==> config.mk <==
export PLATFORM = sky130hd
export DESIGN_NAME = mio
export DESIGN_NICKNAME = d
export VERILOG_FILES = /design/src/rtl/mio_pkg.sv /design/src/rtl/mio_rising_edge.sv /design/src/rtl/mio.sv
export SDC_FILE = /design/constraint.sdc
export NUM_CORES = 1
export LEC_CHECK = 0
export ABC_AREA = 1
export BUFFER_PORTS_ARGS = -buffer_cell sky130_fd_sc_hd__buf_2
export CORE_MARGIN = 4
export CORE_UTILIZATION = 25
export DETAILED_ROUTE_END_ITERATION = 10
export GPL_TIMING_DRIVEN = 0
export PLACE_DENSITY = 0.57
export SYNTH_ARGS = -nofsm -noshare
export SYNTH_HDL_FRONTEND = slang
export SYNTH_SLANG_ARGS = --single-unit
==> constraint.sdc <==
create_clock -name clk_sys -period 3.25 [get_ports clk_sys]
set_input_delay 0.1625 -clock clk_sys [delete_from_list [all_inputs] [get_ports clk_sys]]
set_output_delay 0.1625 -clock clk_sys [all_outputs]
set_load 0.01 [all_outputs]
==> src/rtl/mio_pkg.sv <==
// Shared register map and status bit positions for the MIO I/O window.
package mio_pkg;

  localparam logic [2:0] OFS_SCROLL_LO = 3'd0;
  localparam logic [2:0] OFS_SCROLL_HI = 3'd1;
  localparam logic [2:0] OFS_FLIP      = 3'd2;
  localparam logic [2:0] OFS_SND_CMD   = 3'd3;
  localparam logic [2:0] OFS_NMI_CLR   = 3'd4;
  localparam logic [2:0] OFS_REPLY     = 3'd5;
  localparam logic [2:0] OFS_SND_STAT  = 3'd6;

  // read-side aliases of offsets shared with writes
  localparam logic [2:0] OFS_P1        = 3'd0;
  localparam logic [2:0] OFS_P2        = 3'd1;
  localparam logic [2:0] OFS_DSW1      = 3'd2;
  localparam logic [2:0] OFS_DSW2      = 3'd3;
  localparam logic [2:0] OFS_SYS_STAT  = 3'd4;

  localparam int VBL_BIT  = 7;
  localparam int OVR_BIT  = 6;
  localparam int FULL_BIT = 7;
  localparam int IRQ_BIT  = 6;

endpackage

==> src/rtl/mio_rising_edge.sv <==
// Single-cycle rising-edge detector; history is seeded from the live input
// during reset so leaving reset never produces a spurious edge.
module mio_rising_edge (
  input  logic clk_sys,
  input  logic reset_n,
  input  logic din,
  output logic rise
);

  logic din_q;

  always_ff @(posedge clk_sys) begin
    din_q <= din;
  end

  assign rise = din & ~din_q & reset_n;

endmodule

==> src/rtl/mio.sv <==
// CPU-facing I/O window: player/DIP inputs, scroll/flip control and a
// handshaked command/reply mailbox to the sound CPU.
module mio
  import mio_pkg::*;
#(
  parameter logic [15:0] BASE = 16'h2800
) (
  input  logic        clk_sys,
  input  logic        reset_n,
  input  logic        cen,
  input  logic [15:0] cpu_ab,
  input  logic [7:0]  cpu_dout,
  input  logic        rw,
  output logic        io_sel,
  output logic [7:0]  io_dout,
  input  logic [7:0]  p1,
  input  logic [7:0]  p2,
  input  logic [7:0]  dsw1,
  input  logic [7:0]  dsw2,
  input  logic [5:0]  sys_in,
  input  logic        vblk,
  output logic [8:0]  scroll_x,
  output logic        flip,
  output logic        nmi_clear,
  output logic [7:0]  snd_cmd,
  output logic        snd_irq,
  input  logic        snd_ack,
  input  logic        snd_reply_we,
  input  logic [7:0]  snd_reply_din
);

  logic [2:0] ofs;
  logic       commit_wr;
  logic       commit_rd;
  logic       vblk_rise;
  logic       vbl_flag;
  logic       ovr_flag;
  logic       reply_full;
  logic [7:0] reply_q;
  logic [7:0] sys_stat;
  logic [7:0] snd_stat;
  logic       wr_cmd;

  assign io_sel    = (cpu_ab[15:3] == BASE[15:3]);
  assign ofs       = cpu_ab[2:0];
  assign commit_wr = cen & io_sel & ~rw;
  assign commit_rd = cen & io_sel & rw;
  assign wr_cmd    = commit_wr && (ofs == OFS_SND_CMD);

  mio_rising_edge u_vblk_edge (
    .clk_sys (clk_sys),
    .reset_n (reset_n),
    .din     (vblk),
    .rise    (vblk_rise)
  );

  always_ff @(posedge clk_sys) begin
    if (!reset_n) begin
      scroll_x   <= 9'd0;
      flip       <= 1'b0;
      snd_cmd    <= 8'd0;
      snd_irq    <= 1'b0;
      nmi_clear  <= 1'b0;
      vbl_flag   <= 1'b0;
      ovr_flag   <= 1'b0;
      reply_q    <= 8'd0;
      reply_full <= 1'b0;
    end else begin
      nmi_clear <= commit_wr && (ofs == OFS_NMI_CLR);

      if (commit_wr) begin
        case (ofs)
          OFS_SCROLL_LO: scroll_x[7:0] <= cpu_dout;
          OFS_SCROLL_HI: scroll_x[8]   <= cpu_dout[0];
          OFS_FLIP:      flip          <= cpu_dout[0];
          OFS_SND_CMD:   snd_cmd       <= cpu_dout;
          default: ;
        endcase
      end

      // a new command outranks a simultaneous acknowledge
      if (wr_cmd)
        snd_irq <= 1'b1;
      else if (snd_ack)
        snd_irq <= 1'b0;

      if (wr_cmd && snd_irq)
        ovr_flag <= 1'b1;
      else if (commit_rd && (ofs == OFS_SYS_STAT))
        ovr_flag <= 1'b0;

      if (vblk_rise)
        vbl_flag <= 1'b1;
      else if (commit_rd && (ofs == OFS_SYS_STAT))
        vbl_flag <= 1'b0;

      if (snd_reply_we) begin
        reply_q    <= snd_reply_din;
        reply_full <= 1'b1;
      end else if (commit_rd && (ofs == OFS_REPLY)) begin
        reply_full <= 1'b0;
      end
    end
  end

  always_comb begin
    sys_stat           = {2'b00, sys_in};
    sys_stat[VBL_BIT]  = vbl_flag;
    sys_stat[OVR_BIT]  = ovr_flag;
    snd_stat           = 8'h00;
    snd_stat[FULL_BIT] = reply_full;
    snd_stat[IRQ_BIT]  = snd_irq;
  end

  always_comb begin
    io_dout = 8'hFF;
    if (io_sel) begin
      case (ofs)
        OFS_P1:       io_dout = p1;
        OFS_P2:       io_dout = p2;
        OFS_DSW1:     io_dout = dsw1;
        OFS_DSW2:     io_dout = dsw2;
        OFS_SYS_STAT: io_dout = sys_stat;
        OFS_REPLY:    io_dout = reply_q;
        OFS_SND_STAT: io_dout = snd_stat;
        default:      io_dout = 8'hFF;
      endcase
    end
  end

endmodule

==> out/metrics.csv, run 1 <==
stage,metric,value,unit
layout,area of all placed cells without fillers,0.002505,mm^2
synth,largest area contributor in the netlist,dfxtp_1,
synth,top post-synthesis cells by area,"dfxtp_1 36%, nand2_1 13%, nor2_1 12%",
floorplan,overall die width,92.66,um
global_route,grt total ovfl,0,
synth,Yosys cell types,26,
global_route,vias in the first global route,1971,
layout,Util after Layout,36.47,%
routing,detailed-router iteration count before antenna repair,4,
pwr,Pleak,1.334,nW
routing,drt drc,0,
floorplan,height of the die,92.66,um
synth,commonest cells in the netlist,"60 x nand2_1, 59 x nor2_1, 35 x inv_1, 32 x dfxtp_1, 13 x o21ai_0",
routing,DR vias/cell,4.266,
run,# Max-Cap Violations,0,
synth,post-synthesis cell count,272,
clock_network,clock buffers created by TritonCTS,5,
sta,fmax,608.8,MHz
global_route,first-pass GRT wire length,9404,um
setup_path,CP Max Fanout,10,
sta,setup_tns,0,ns
synth,post-synthesis sequential area ratio,35.75,%
clock_network,root buf cell,clkbuf_8,
floorplan,IO Count,106,
setup_path,crit path launch type,input port,
sta,"Min Clock Period, post-route",1.642,ns
clock_network,# resized after CTS,0,
place,Placed Area,0.002417,mm^2
setup_path,CP endpoint kind,output port,
synth,Ys Warns,0,
sta,post-route clock period utilization,50.54,%
place,global placement routability congestion,0.7956,
global_route,Total GRT Usage,13.78,%
synth,most frequent cell after synthesis,nand2_1,
layout,fillcell total,755,
synth,Synth async-reset ratio,0,%
synth,Syn Area/Cell,6.587,um^2
clock_network,clk buf depth,2,
run_status,outcome,completed,
sta,Final WS setup,1.608,ns
floorplan,Starting Density,26.08,%
synth,Mapped Area,0.001792,mm^2
synth,multiplexer share of the synthesized area,0,%
pwr,Overall Power,817.8,uW
floorplan,core area,0.006869,mm^2
clock_network,CTS tree,built,
synth,top cell type's share of synthesized area,35.75,%
synth,Synth Area in Compound Gates,13.55,%
global_route,initial antenna violation count,0,
synth,adder-cell share of the synthesized area,0,%
synth,Yosys reg bits,32,
routing,final wirelength,6027,um
synth,ys flop type,dfxtp_1,
sta,clock skew,0.0002040,ns
synth,largest family of logic cells by synthesized area,simple AND/OR/NAND/NOR gates,
sta,"Hold Vio Cnt, Final",0,
sta,final-report setup violation count,0,
synth,simple-gate share of the synthesized area,38.55,%
layout,antenna diode count,0,
clock_network,clk_lat worst skew,0.27,ns
synth,Synth Area in XOR/XNOR,0,%
sta,unrepaired setup endpoints after global routing,no,
layout,Post-layout nets,458,
place,Post-Place Cells,469,
routing,Iter 0 DRT Violations,102,
setup_path,Critical Path RT,3.09,ns
routing,detailed-route via count,2035,
floorplan,std cell rows,30,
clock_network,"CTS clk-pin slew, worst paths",0.07,ns
global_route,largest net degree at the start of global routing,11,
pwr,P per Cell Area,326.5,mW/mm^2
routing,Detail Route Antenna Nets,0,
routing,WL/cell,12.64,um
pwr,VDD IR max,0.1396,mV
layout,Post-Layout Cell Count,477,
synth,"Net Count, Synth",349,
synth,"EDFF count, synth",0,
clock_network,# H-tree levels,2,
place,pre-CTS setup slack,1.606,ns
sta,Slew Limit Fails,0,
layout,Reg area,640.6,um^2
clock_network,CTS Sinks,32,
hold_path,hold crit path type,input port to flip-flop,
setup_path,Worst Path Arrival,1.48,ns
layout,Multi-input gate area,933.4,um^2
setup_path,CP Class,input port to output port,
place,Port Buffer Count,101,
layout,layout cells sized above 1,35.43,%
place,post-DP HPWL,4699,um
sta,Slew headroom,52.17,%
sta,final hold slack,0.1018,ns
floorplan,Die Area,0.008585,mm^2
layout,"Area growth, synth to finish",39.80,%
sta,Tightest Pin Transition,0.7135,ns
[timing repair]
item / in CTS / in global routing
endpoints found under the hold margin: 1 / 0
hold buffers: 1 / 0
setup buffers: 0 / 0
setup endpoints to repair: 0 / 0
[cells by family after synthesis]
family                 Yosys count
flip-flops                      32
AO/OA/AOI/OAI                   39
buffers and inverters           51
AND/OR/NAND/NOR                150
[per-layer routing]
metal	global-route usage (%)	routed length [um]
met5	0	0
met1	17.01	2579
met2	22.54	2849
met3	4.224	483
met4	5.128	115
[sequential cells by signal, indices dropped and copies added, names as in the netlist]
register,count
flip,1
reply_q,8
u_vblk_edge.din_q,1
ovr_flag,1
scroll_x,9
snd_cmd,8
snd_irq,1
vbl_flag,1
nmi_clear,1
reply_full,1
[layout by cell type, fill, tap and decap left out, types with 2 or more instances in the layout]
master | netlist | final
buf_2 | 3 | 104
nand2_1 | 60 | 60
nor2_1 | 59 | 59
inv_1 | 35 | 35
dfxtp_1 | 32 | 32
o21ai_0 | 13 | 13
a21oi_1 | 12 | 12
nand3_1 | 10 | 10
a22o_1 | 7 | 7
inv_2 | 6 | 6
nand4_1 | 6 | 6
clkbuf_8 | 0 | 5
nor3_2 | 3 | 3
a221oi_1 | 3 | 3
clkbuf_1 | 2 | 3
nand2_2 | 3 | 3
buf_4 | 2 | 2
a211oi_1 | 2 | 2
nor3_4 | 2 | 2
nor2_2 | 2 | 2
a22oi_1 | 2 | 2
nand3_4 | 2 | 2
buf_6 | 2 | 2
[power breakdown]
part | switching, mW | internal (mW) | total, mW | leakage, nW
combinational | 0.0647 | 0.0546 | 0.119 | 1.03
clock | 0.147 | 0.146 | 0.292 | 0.0410
sequential | 0.00471 | 0.401 | 0.406 | 0.261
[critical path: stages]
cell,delay (ns)
buf_2,0.18
inv_1,0.08
nor3_2,0.55
a22o_1,0.23
a21oi_1,0.04
nand3_1,0.10
buf_2,0.13
[final cells by class]
| cell class | instances | area share (%) |
|---|---|---|
| multi-input cells | 189 | 37.26 |
| flip-flops and latches | 32 | 25.57 |
| repair buffers | 102 | 20.58 |
| inverters | 42 | 6.294 |
| well taps | 96 | 4.795 |
| clock buffers | 6 | 2.897 |
| plain buffers | 9 | 2.398 |
| clock inverters | 1 | 0.1998 |
[final timing paths]
kind / start / endpoint / slack, ns / cells after the start
hold / removal: snd_reply_din[0] / reply_q[0] / 0.10 / 3
setup / recovery: cpu_ab[2] / io_dout[2] / 1.61 / 7
setup reg to reg: snd_irq / snd_irq / 2.37 / 3
hold reg to reg: vbl_flag / vbl_flag / 0.47 / 2
Power figures use the tool's default switching activity.
==> inputs of run 2 (changes only) <==
Settings changed: PLACE_DENSITY 0.57 to 0.59.
Clock period 3.25 ns to 1.5 ns, I/O delays scaled along.
==> run 2 against run 1 <==
Effect of this change:
- setup slack got worse by 1.5 ns
- critical path depth increased by 1
- wire length decreased by 1.5%
- die area unchanged
- final cell count unchanged
- non-clock buffer count unchanged
- clock power increased by 110%
- first-iteration DRC count increased by 42%
- combinational power increased by 120%
- clock skew about the same
- utilization increased by 0.27 points
- power increased by 110%
==> out/metrics.csv, run 2 (synthesis gave the netlist of run 1 again) <==
stage,metric,value,unit,change
layout,Top reg by flops,scroll_x,,unchanged
clock_network,"CTS clk-pin slew, worst paths",0.06,ns,was 0.07 ns
routing,drt drc,0,,unchanged
run,# Max-Cap Violations,0,,unchanged
clock_network,clk buf depth,2,,unchanged
layout,fillcell total,734,,was 755
floorplan,Starting Density,26.08,%,unchanged
clock_network,root buf cell,clkbuf_8,,unchanged
setup_path,CP Max Fanout,7,,was 10
floorplan,core area,0.006869,mm^2,unchanged
floorplan,IO Count,106,,unchanged
global_route,largest net degree at the start of global routing,11,,unchanged
place,Port Buffer Count,101,,unchanged
floorplan,overall die width,92.66,um,unchanged
global_route,first-pass GRT wire length,9301,um,was 9404 um
layout,most frequent cells in the layout,"104 x buf_2, 60 x nand2_1, 59 x nor2_1, 35 x inv_1, 32 x dfxtp_1",,unchanged
setup_path,CP Class,input port to output port,,unchanged
layout,Reg area,640.6,um^2,unchanged
setup_path,CP endpoint kind,output port,,unchanged
global_route,vias in the first global route,1881,,was 1971
routing,WL/cell,12.45,um,was 12.64 um
sta,setup_tns,0,ns,unchanged
setup_path,slowest CP cell,buf_2,,was nor3_2
clock_network,CTS tree,built,,unchanged
clock_network,# H-tree levels,2,,unchanged
sta,post-route clock period utilization,91.42,%,
global_route,grt total ovfl,0,,unchanged
sta,final-report setup violation count,0,,unchanged
routing,DR vias/cell,4.327,,was 4.266
routing,Detail Route Antenna Nets,0,,unchanged
place,post-DP HPWL,4632,um,was 4699 um
hold_path,hold crit path type,input port to flip-flop,,unchanged
floorplan,Die Area,0.008585,mm^2,unchanged
sta,Slew headroom,63.56,%,was 52.17%
clock_network,postcts setup bufs,0,,unchanged
sta,fmax,729.2,MHz,
setup_path,crit-path leading delay family,buffers and inverters,,was simple AND/OR/NAND/NOR gates
place,global placement routability congestion,0.7577,,was 0.7956
clock_network,clock buffers created by TritonCTS,5,,unchanged
setup_path,crit-path max cell delay,0.21,ns,was 0.55 ns
clock_network,CTS Sinks,32,,unchanged
routing,final wirelength,5938,um,was 6027 um
setup_path,WP buf/inv,4,,was 3
floorplan,std cell rows,30,,unchanged
layout,Post-layout nets,458,,unchanged
floorplan,height of the die,92.66,um,unchanged
pwr,Pleak,1.342,nW,was 1.334 nW
global_route,initial antenna violation count,0,,unchanged
sta,Slew Limit Fails,0,,unchanged
layout,max reg flops,9,,unchanged
global_route,Total GRT Usage,13.53,%,was 13.78%
layout,Multi-input gate area,952.2,um^2,was 933.4 um^2
pwr,P per Cell Area,696.1,mW/mm^2,was 326.5 mW/mm^2
sta,Tightest Pin Transition,0.5448,ns,was 0.7135 ns
sta,"Min Clock Period, post-route",1.371,ns,
layout,"leading cell type in the layout, fill and taps excluded",buf_2,,unchanged
layout,layout cells sized above 1,35.43,%,unchanged
setup_path,Worst path most repeated cell,buf_2,,unchanged
layout,Top Registers,"scroll_x x9, reply_q x8, snd_cmd x8",,unchanged
setup_path,Worst Path Arrival,1.30,ns,was 1.48 ns
setup_path,Critical Path RT,1.42,ns,was 3.09 ns
sta,final hold slack,0.02642,ns,was 0.1018 ns
run_status,outcome,completed,,unchanged
setup_path,critical path cell sequence,"buf_2, inv_1, nand2_1, inv_2, a22o_1, nor2_1, nand3_1, buf_2",,"was buf_2, inv_1, nor3_2, a22o_1, a21oi_1, nand3_1, buf_2"
routing,detailed-route via count,2064,,was 2035
pwr,VDD IR max,0.2925,mV,was 0.1396 mV
sta,"Hold Vio Cnt, Final",0,,unchanged
routing,Iter 0 DRT Violations,145,,was 102
layout,antenna diode count,0,,unchanged
routing,detailed-router iteration count before antenna repair,4,,unchanged
sta,clock skew,0.0001479,ns,was 0.0002040 ns
layout,"Area growth, synth to finish",40.85,%,was 39.80%
setup_path,crit path launch type,input port,,unchanged
clock_network,clk_lat worst skew,0.27,ns,about the same
==> run 2: worst paths after layout <==
kind              slack, ns         end  depth (start not counted)              from
setup / recovery       0.13  io_dout[6]                          8         cpu_ab[2]
hold / removal         0.03  reply_q[7]                          3  snd_reply_din[7]
setup reg to reg       0.64     snd_irq                          3           snd_irq
hold reg to reg        0.47    vbl_flag                          2          vbl_flag
==> run 2: tightest hold or removal path, cell delays in order <==
cell and delay [ns]:
buf_2 0.08, nor2_1 0.03, nor2_1 0.08
==> run 2: metal layers <==
metal  global-route usage (%)  share of wire [%]  vias up
li1                         -                  -     1072
met1                    17.52                 46      909
met4                    3.907                1.4        0
met3                    2.356                4.7        8
met5                        0                  0        -
met2                    23.02                 48       75
==> run 2: layout make-up <==
cell class                      instances  share of cell area, %
Clock inverter                          1                 0.1983
Tap cell                               96                  4.760
Sequential cell                        32                  25.38
Buffer                                  9                  2.380
Inverter                               42                  6.247
Clock buffer                            6                  2.876
Timing Repair Buffer                  102                  20.43
Multi-Input combinational cell        189                  37.73
==> run 2: power breakdown <==
part	internal [mW]	leakage, nW	switching (mW)
Clock	0.315	0.0410	0.301
Combinational	0.120	1.04	0.142
Sequential	0.870	0.261	0.00927
Total	1.30	1.34	0.452
==> run 2: repair_timing <==
action / CTS / global route
gates resized for setup: 1 / 2
setup endpoints to repair: 4 / 7
hold buffers: 1 / 0
endpoints found under the hold margin: 1 / 0
==> run 2: per-stage QoR <==
step                power, mW  worst slack, ns  util, %  instance area, um^2  std cells
global route            1.850        -0.006367    36.74                 2524        477
CTS                     1.774          0.01372    36.56                 2511        477
global placement        1.148          0.02667    35.19                 2417        469
finish                  1.757           0.1287    36.74                 2524        477
floorplan               1.015           0.3590        -                 1792        272
detailed placement      1.153         -0.03545    35.19                 2417        469
